### config.mk
export PLATFORM = sky130hd
export DESIGN_NAME = branch_resolve_unit
export DESIGN_NICKNAME = d
export VERILOG_FILES = /design/src/rtl/branch_resolve_unit.sv
export SDC_FILE = /design/constraint.sdc
export NUM_CORES = 1
export LEC_CHECK = 0
export CAP_MARGIN = 20
export CORE_MARGIN = 1.5
export CORE_UTILIZATION = 55
export DETAILED_ROUTE_END_ITERATION = 8
export PLACE_DENSITY = 0.91
export SYNTH_ARGS = -nofsm -noshare
export SYNTH_HDL_FRONTEND = slang
export SYNTH_SLANG_ARGS = --single-unit
### constraint.sdc
create_clock -name clk -period 7 [get_ports clk]
set_input_delay 2.1 -clock clk [delete_from_list [all_inputs] [get_ports clk]]
set_output_delay 2.1 -clock clk [all_outputs]
set_load 0.03 [all_outputs]
### src/rtl/branch_resolve_unit.sv
// branch_resolve_unit: execute-stage branch resolution for the renas cpu.
// Resolves conditional/unconditional branches, produces the resolved next PC,
// a registered one-cycle redirect on misprediction, and buffers predictor
// update records in a FIFO drained over a valid/ready handshake.
// Optional feature macro: BR_STATS_EN (adds br_total/br_wrong counters).
module branch_resolve_unit #(
   parameter int unsigned PC_LENGTH   = 32,
   parameter int unsigned DATA_LENGTH = 32,
   parameter int unsigned CNT_WIDTH   = 2,
   parameter int unsigned HIST_LENGTH = 8,
   parameter int unsigned UPD_DEPTH   = 4
) (
   input  logic                   clk,
   input  logic                   rst,
   input  logic                   ex_valid,
   input  logic                   branch_capture,
   input  logic                   non_condition,
   input  logic [1:0]             branch_kind,
   input  logic                   eq,
   input  logic                   ge,
   input  logic                   pred_take,
   input  logic [CNT_WIDTH-1:0]   pred_cnt,
   input  logic [HIST_LENGTH-1:0] pred_hist,
   input  logic [DATA_LENGTH-1:0] imm_ex,
   input  logic [DATA_LENGTH-1:0] add_result,
   input  logic [PC_LENGTH-1:0]   pc_ex,
   output logic [PC_LENGTH-1:0]   actual_pc,
   output logic                   stall,
   output logic                   redirect_valid,
   output logic [PC_LENGTH-1:0]   redirect_pc,
   output logic                   upd_valid,
   input  logic                   upd_ready,
   output logic [PC_LENGTH-1:0]   upd_pc,
   output logic [CNT_WIDTH-1:0]   upd_cnt,
   output logic [HIST_LENGTH-1:0] upd_hist,
   output logic                   upd_actual
`ifdef BR_STATS_EN
   ,
   output logic [31:0]            br_total,
   output logic [31:0]            br_wrong
`endif
);

   localparam int unsigned PTR_W = $clog2(UPD_DEPTH);

   typedef enum logic [1:0] {
      EQUAL   = 2'd0,
      N_EQUAL = 2'd1,
      LT      = 2'd2,
      GE      = 2'd3
   } br_kind_e;

   typedef struct packed {
      logic [PC_LENGTH-1:0]   pc;
      logic [CNT_WIDTH-1:0]   cnt;
      logic [HIST_LENGTH-1:0] hist;
      logic                   actual;
   } upd_rec_t;

   br_kind_e               kind;
   logic                   cond;
   logic                   actual;
   logic                   resolve;
   logic                   wrong;
   logic                   enq;
   logic                   deq;
   logic [CNT_WIDTH-1:0]   new_cnt;
   logic [HIST_LENGTH-1:0] new_hist;
   upd_rec_t               new_rec;
   upd_rec_t               head_rec;
   upd_rec_t               mem [UPD_DEPTH];
   logic [PTR_W-1:0]       wr_ptr;
   logic [PTR_W-1:0]       rd_ptr;
   logic [PTR_W:0]         count;

   assign kind = br_kind_e'(branch_kind);

   // Branch condition evaluation from comparator flags
   always_comb begin
      cond = 1'b0;
      if (!non_condition) begin
         case (kind)
            EQUAL:   cond = eq;
            N_EQUAL: cond = ~eq;
            LT:      cond = ~ge;
            GE:      cond = ge;
            default: cond = 1'b0;
         endcase
      end
   end

   assign actual  = non_condition | cond;
   assign stall   = (count == (PTR_W+1)'(UPD_DEPTH));
   // A branch in the shadow of a redirect is on the wrong path and is ignored
   assign resolve = ex_valid & branch_capture & ~stall & ~redirect_valid;
   assign wrong   = resolve & (actual ^ pred_take);
   assign enq     = resolve;
   assign deq     = upd_valid & upd_ready;

   // Resolved next PC, wrapping modulo 2^PC_LENGTH
   always_comb begin
      actual_pc = '0;
      if (non_condition)
         actual_pc = PC_LENGTH'(add_result);
      else if (actual)
         actual_pc = pc_ex + PC_LENGTH'(imm_ex);
      else
         actual_pc = pc_ex + PC_LENGTH'(4);
   end

   // Saturating counter and history update for the predictor record
   always_comb begin
      new_cnt = pred_cnt;
      if (non_condition)
         new_cnt = '1;
      else if (actual && (pred_cnt != '1))
         new_cnt = pred_cnt + 1'b1;
      else if (!actual && (pred_cnt != '0))
         new_cnt = pred_cnt - 1'b1;
      new_hist = {pred_hist[HIST_LENGTH-2:0], actual};
   end

   assign new_rec  = '{pc: pc_ex, cnt: new_cnt, hist: new_hist, actual: actual};
   assign head_rec = mem[rd_ptr];

   assign upd_valid  = (count != '0);
   assign upd_pc     = head_rec.pc;
   assign upd_cnt    = head_rec.cnt;
   assign upd_hist   = head_rec.hist;
   assign upd_actual = head_rec.actual;

   // FIFO storage write (contents need no reset; validity comes from count)
   always_ff @(posedge clk) begin
      if (enq)
         mem[wr_ptr] <= new_rec;
   end

   // FIFO pointers and occupancy
   always_ff @(posedge clk) begin
      if (rst) begin
         wr_ptr <= '0;
         rd_ptr <= '0;
         count  <= '0;
      end else begin
         if (enq)
            wr_ptr <= wr_ptr + 1'b1;
         if (deq)
            rd_ptr <= rd_ptr + 1'b1;
         case ({enq, deq})
            2'b10:   count <= count + 1'b1;
            2'b01:   count <= count - 1'b1;
            default: count <= count;
         endcase
      end
   end

   // One-cycle registered redirect on misprediction
   always_ff @(posedge clk) begin
      if (rst) begin
         redirect_valid <= 1'b0;
         redirect_pc    <= '0;
      end else begin
         redirect_valid <= wrong;
         redirect_pc    <= wrong ? actual_pc : '0;
      end
   end

`ifdef BR_STATS_EN
   // Resolve and mispredict statistics, wrapping at 2^32
   always_ff @(posedge clk) begin
      if (rst) begin
         br_total <= '0;
         br_wrong <= '0;
      end else begin
         if (resolve)
            br_total <= br_total + 32'd1;
         if (wrong)
            br_wrong <= br_wrong + 32'd1;
      end
   end
`endif

endmodule
==> metrics <==
routed length per instance 24.1 um; Syn Nets just under 1000; die height 141 um; Routed Antenna Nets 0; multiplexer share of the synthesized area 0.101; Post-synth ARST share 0; clock-pin slew on the worst setup and hold paths 0.06 ns; num rows 50; final hold vios 0; Util after Layout 0.777; Startpoint Class primary input; Starting Density 0.562; largest net degree at the start of global routing 43; Area Growth Syn to Fin 38.3%; Placed Area 0.0137 mm^2; EDFF count, synth 168; power share of the clock group 0.296; sequential fraction of the synthesis area 0.558; I/O Buffers ~230; final setup margin around 0.016 ns; Final min period between 6 and 7 ns; gp weighted congestion roughly 0.99; DIE WIDTH 141 um; H-tree depth 1; Synth top cells by count edfxtp_1, nor2_1, nand2_1; I/O pin total 227; TritonCTS Sinks 210; First-pass DRT Iterations 7; vias in the first global route 8507; Least-Margin Pin Slew approximately 0.87 ns; max_cap viols 0; global-route usage over all layers 0.332; Pint about 2.7 mW; maximum root-to-sink buffer count 3; synth unique cells 82; Post-DP HPWL between 20000 and 25000 um; Multi-input gate area roughly 0.0046 mm^2; Peak Freq 0.143 GHz; area leader, netlist edfxtp_1; Clock Skew between 0.01 and 0.015 ns; switching power total 1.25 mW; combinational family with the most area after synthesis simple AND/OR/NAND/NOR gates; FILL cells about 1100; Hold WC Path Type flip-flop to flip-flop; final setup fails 0; die area 0.0200 mm^2; critical path class primary input to primary output; Mapped Cells between 800 and 900; CTS root buf clkbuf_16; Gate power share 0.325; fin. max-slew vios 0; via count a little under 9000; initial antenna violation count 1; Post-CTS Setup Inserts 0; first-pass GRT wire length 49900 um; CTS tree yes; main area contributors after synthesis edfxtp_1, mux4_2, dfxtp_1; status finished, final reports clean; sequential standard cell area 0.00589 mm^2; drt drc 0; Switching Share 0.317; worst vdd ir 0.234 mV; WL final roughly 33000 um; simple-gate share of the synthesized area 0.124; setup TNS 0 ns; Nets 1286; TritonCTS Buffers 22; crit share post-route 0.998; worst skew pair latency 0.51 ns; adder-cell area share of the yosys netlist 0.0513; Flop pwr share 0.379; Compound-Gate Fraction of Synth Area 0.104; Finished Cell Area 0.0146 mm^2; Post-Layout Cell Count 1380; Synth Area in XOR/XNOR 0.0399; CP Capture Type primary output; fraction of layout cells with a size suffix above 1 0.217; minimum hold slack 0.500 ns; Synth top area share 0.479; hold_buf cts 0; Ys Warns 0; gr ovfl total 0; Core Box Area 0.0188 mm^2; Worst EP arrival 4.88 ns; mean post-synth cell area 12.9 um^2; dpl ws -0.314 ns; #FFs+latches synth 210; required time worst endpoint slightly below 5 ns; max-slew headroom at the worst pin 0.415; LEAKAGE 5.23 nW; Placed Cells incl. Taps 1337; total power draw around 4 mW; Starting DRT DRC Count 853; vias per cell 6.28; maximum net fanout on the critical path 5; count leader, synth edfxtp_1; main flop type after synthesis edfxtp_1; PD cells 270 mW/mm^2; Syn Std Cell Area 0.0105 mm^2
-- registers in the layout (all words and copies together), names as in the netlist, named ones only --
signal / cells
redirect_pc: 32
rd_ptr: 2
count: 3
mem: 168
redirect_valid: 1
wr_ptr: 2
-- layout by cell type (no fill, tap or decap), types with 8 or more instances in the layout --
cell type and count:
a21oi_1 37, and2_1 21, and3_1 8, buf_12 8
buf_4 111, clkbuf_16 23, clkdlybuf4s50_1 195, dfxtp_1 40
edfxtp_1 168, ha_1 35, inv_1 23, mux4_2 42
nand2_1 56, nand3_1 28, nand4_1 11, nor2_1 58
nor3_1 22, o21ai_0 26, xnor2_1 22, xor2_1 26
-- critical path, stage by stage --
cell,delay [ns]
clkdlybuf4s50_1,0.45
ha_1,0.39
a21oi_2,0.26
nand2_1,0.19
o2111ai_4,0.35
a31oi_4,0.17
a211o_1,0.35
xnor2_1,0.16
a21oi_1,0.22
buf_4,0.22
-- layer usage --
metal,track usage,up-vias,part of all wire
li1,-,3777,-
met4,0.158,0,0.053
met2,0.533,568,0.46
met3,0.0499,130,0.10
met1,0.449,4188,0.38
met5,0,-,0
-- worst paths after layout --
check | from | to | slack, ns | cells after the start
max | pc_ex[4] | actual_pc[31] | 0.02 | 10
min reg2reg | count[2] | count[2] | 0.50 | 2
min | count[2] | count[2] | 0.50 | 2
max reg2reg | count[1] | mem[1][5] | 4.24 | 5
-- logic make-up (layout without fill, tap and decap cells) --
| logic type | Yosys count | count (layout) |
|---|---|---|
| muxes | 53 | 53 |
| adders and majority gates | 42 | 42 |
| buffers and inverters | 58 | 381 |
| DFF | 210 | 210 |
| xor gates and xnor gates | 48 | 48 |
| and+or+nand+nor | 251 | 251 |
| other | 0 | 3 |
| AOI/OAI and AO/OA | 158 | 158 |
-- layout make-up --
class                   instances  area share
clock buffers                  29      0.0438
multi-input cells             552       0.315
well taps                     234      0.0201
flip-flops and latches        210       0.404
inverters                      24     0.00618
clock inverters                11     0.00644
repair buffers                317       0.204
diodes                          3    0.000515
-- power by group through the flow --
| stage | registers, mW | clock network (mW) | logic, mW |
|---|---|---|---|
| 2_1_floorplan | 1.46 | 0 | 0.777 |
| 3_3_place_gp | 1.52 | 0 | 1.22 |
| 3_5_place_dp | 1.53 | 0 | 1.24 |
| 4_1_cts | 1.50 | 1.17 | 1.26 |
| 5_1_grt | 1.51 | 1.21 | 1.34 |
| 6_report | 1.49 | 1.17 | 1.28 |
-- timing repair --
action                                  in CTS  in global routing
endpoints found under the setup margin      14                 17
gates cloned                                 0                  0
resized for setup                            8                 24
pin swaps                                    0                  3
Power figures use the tool's default switching activity.
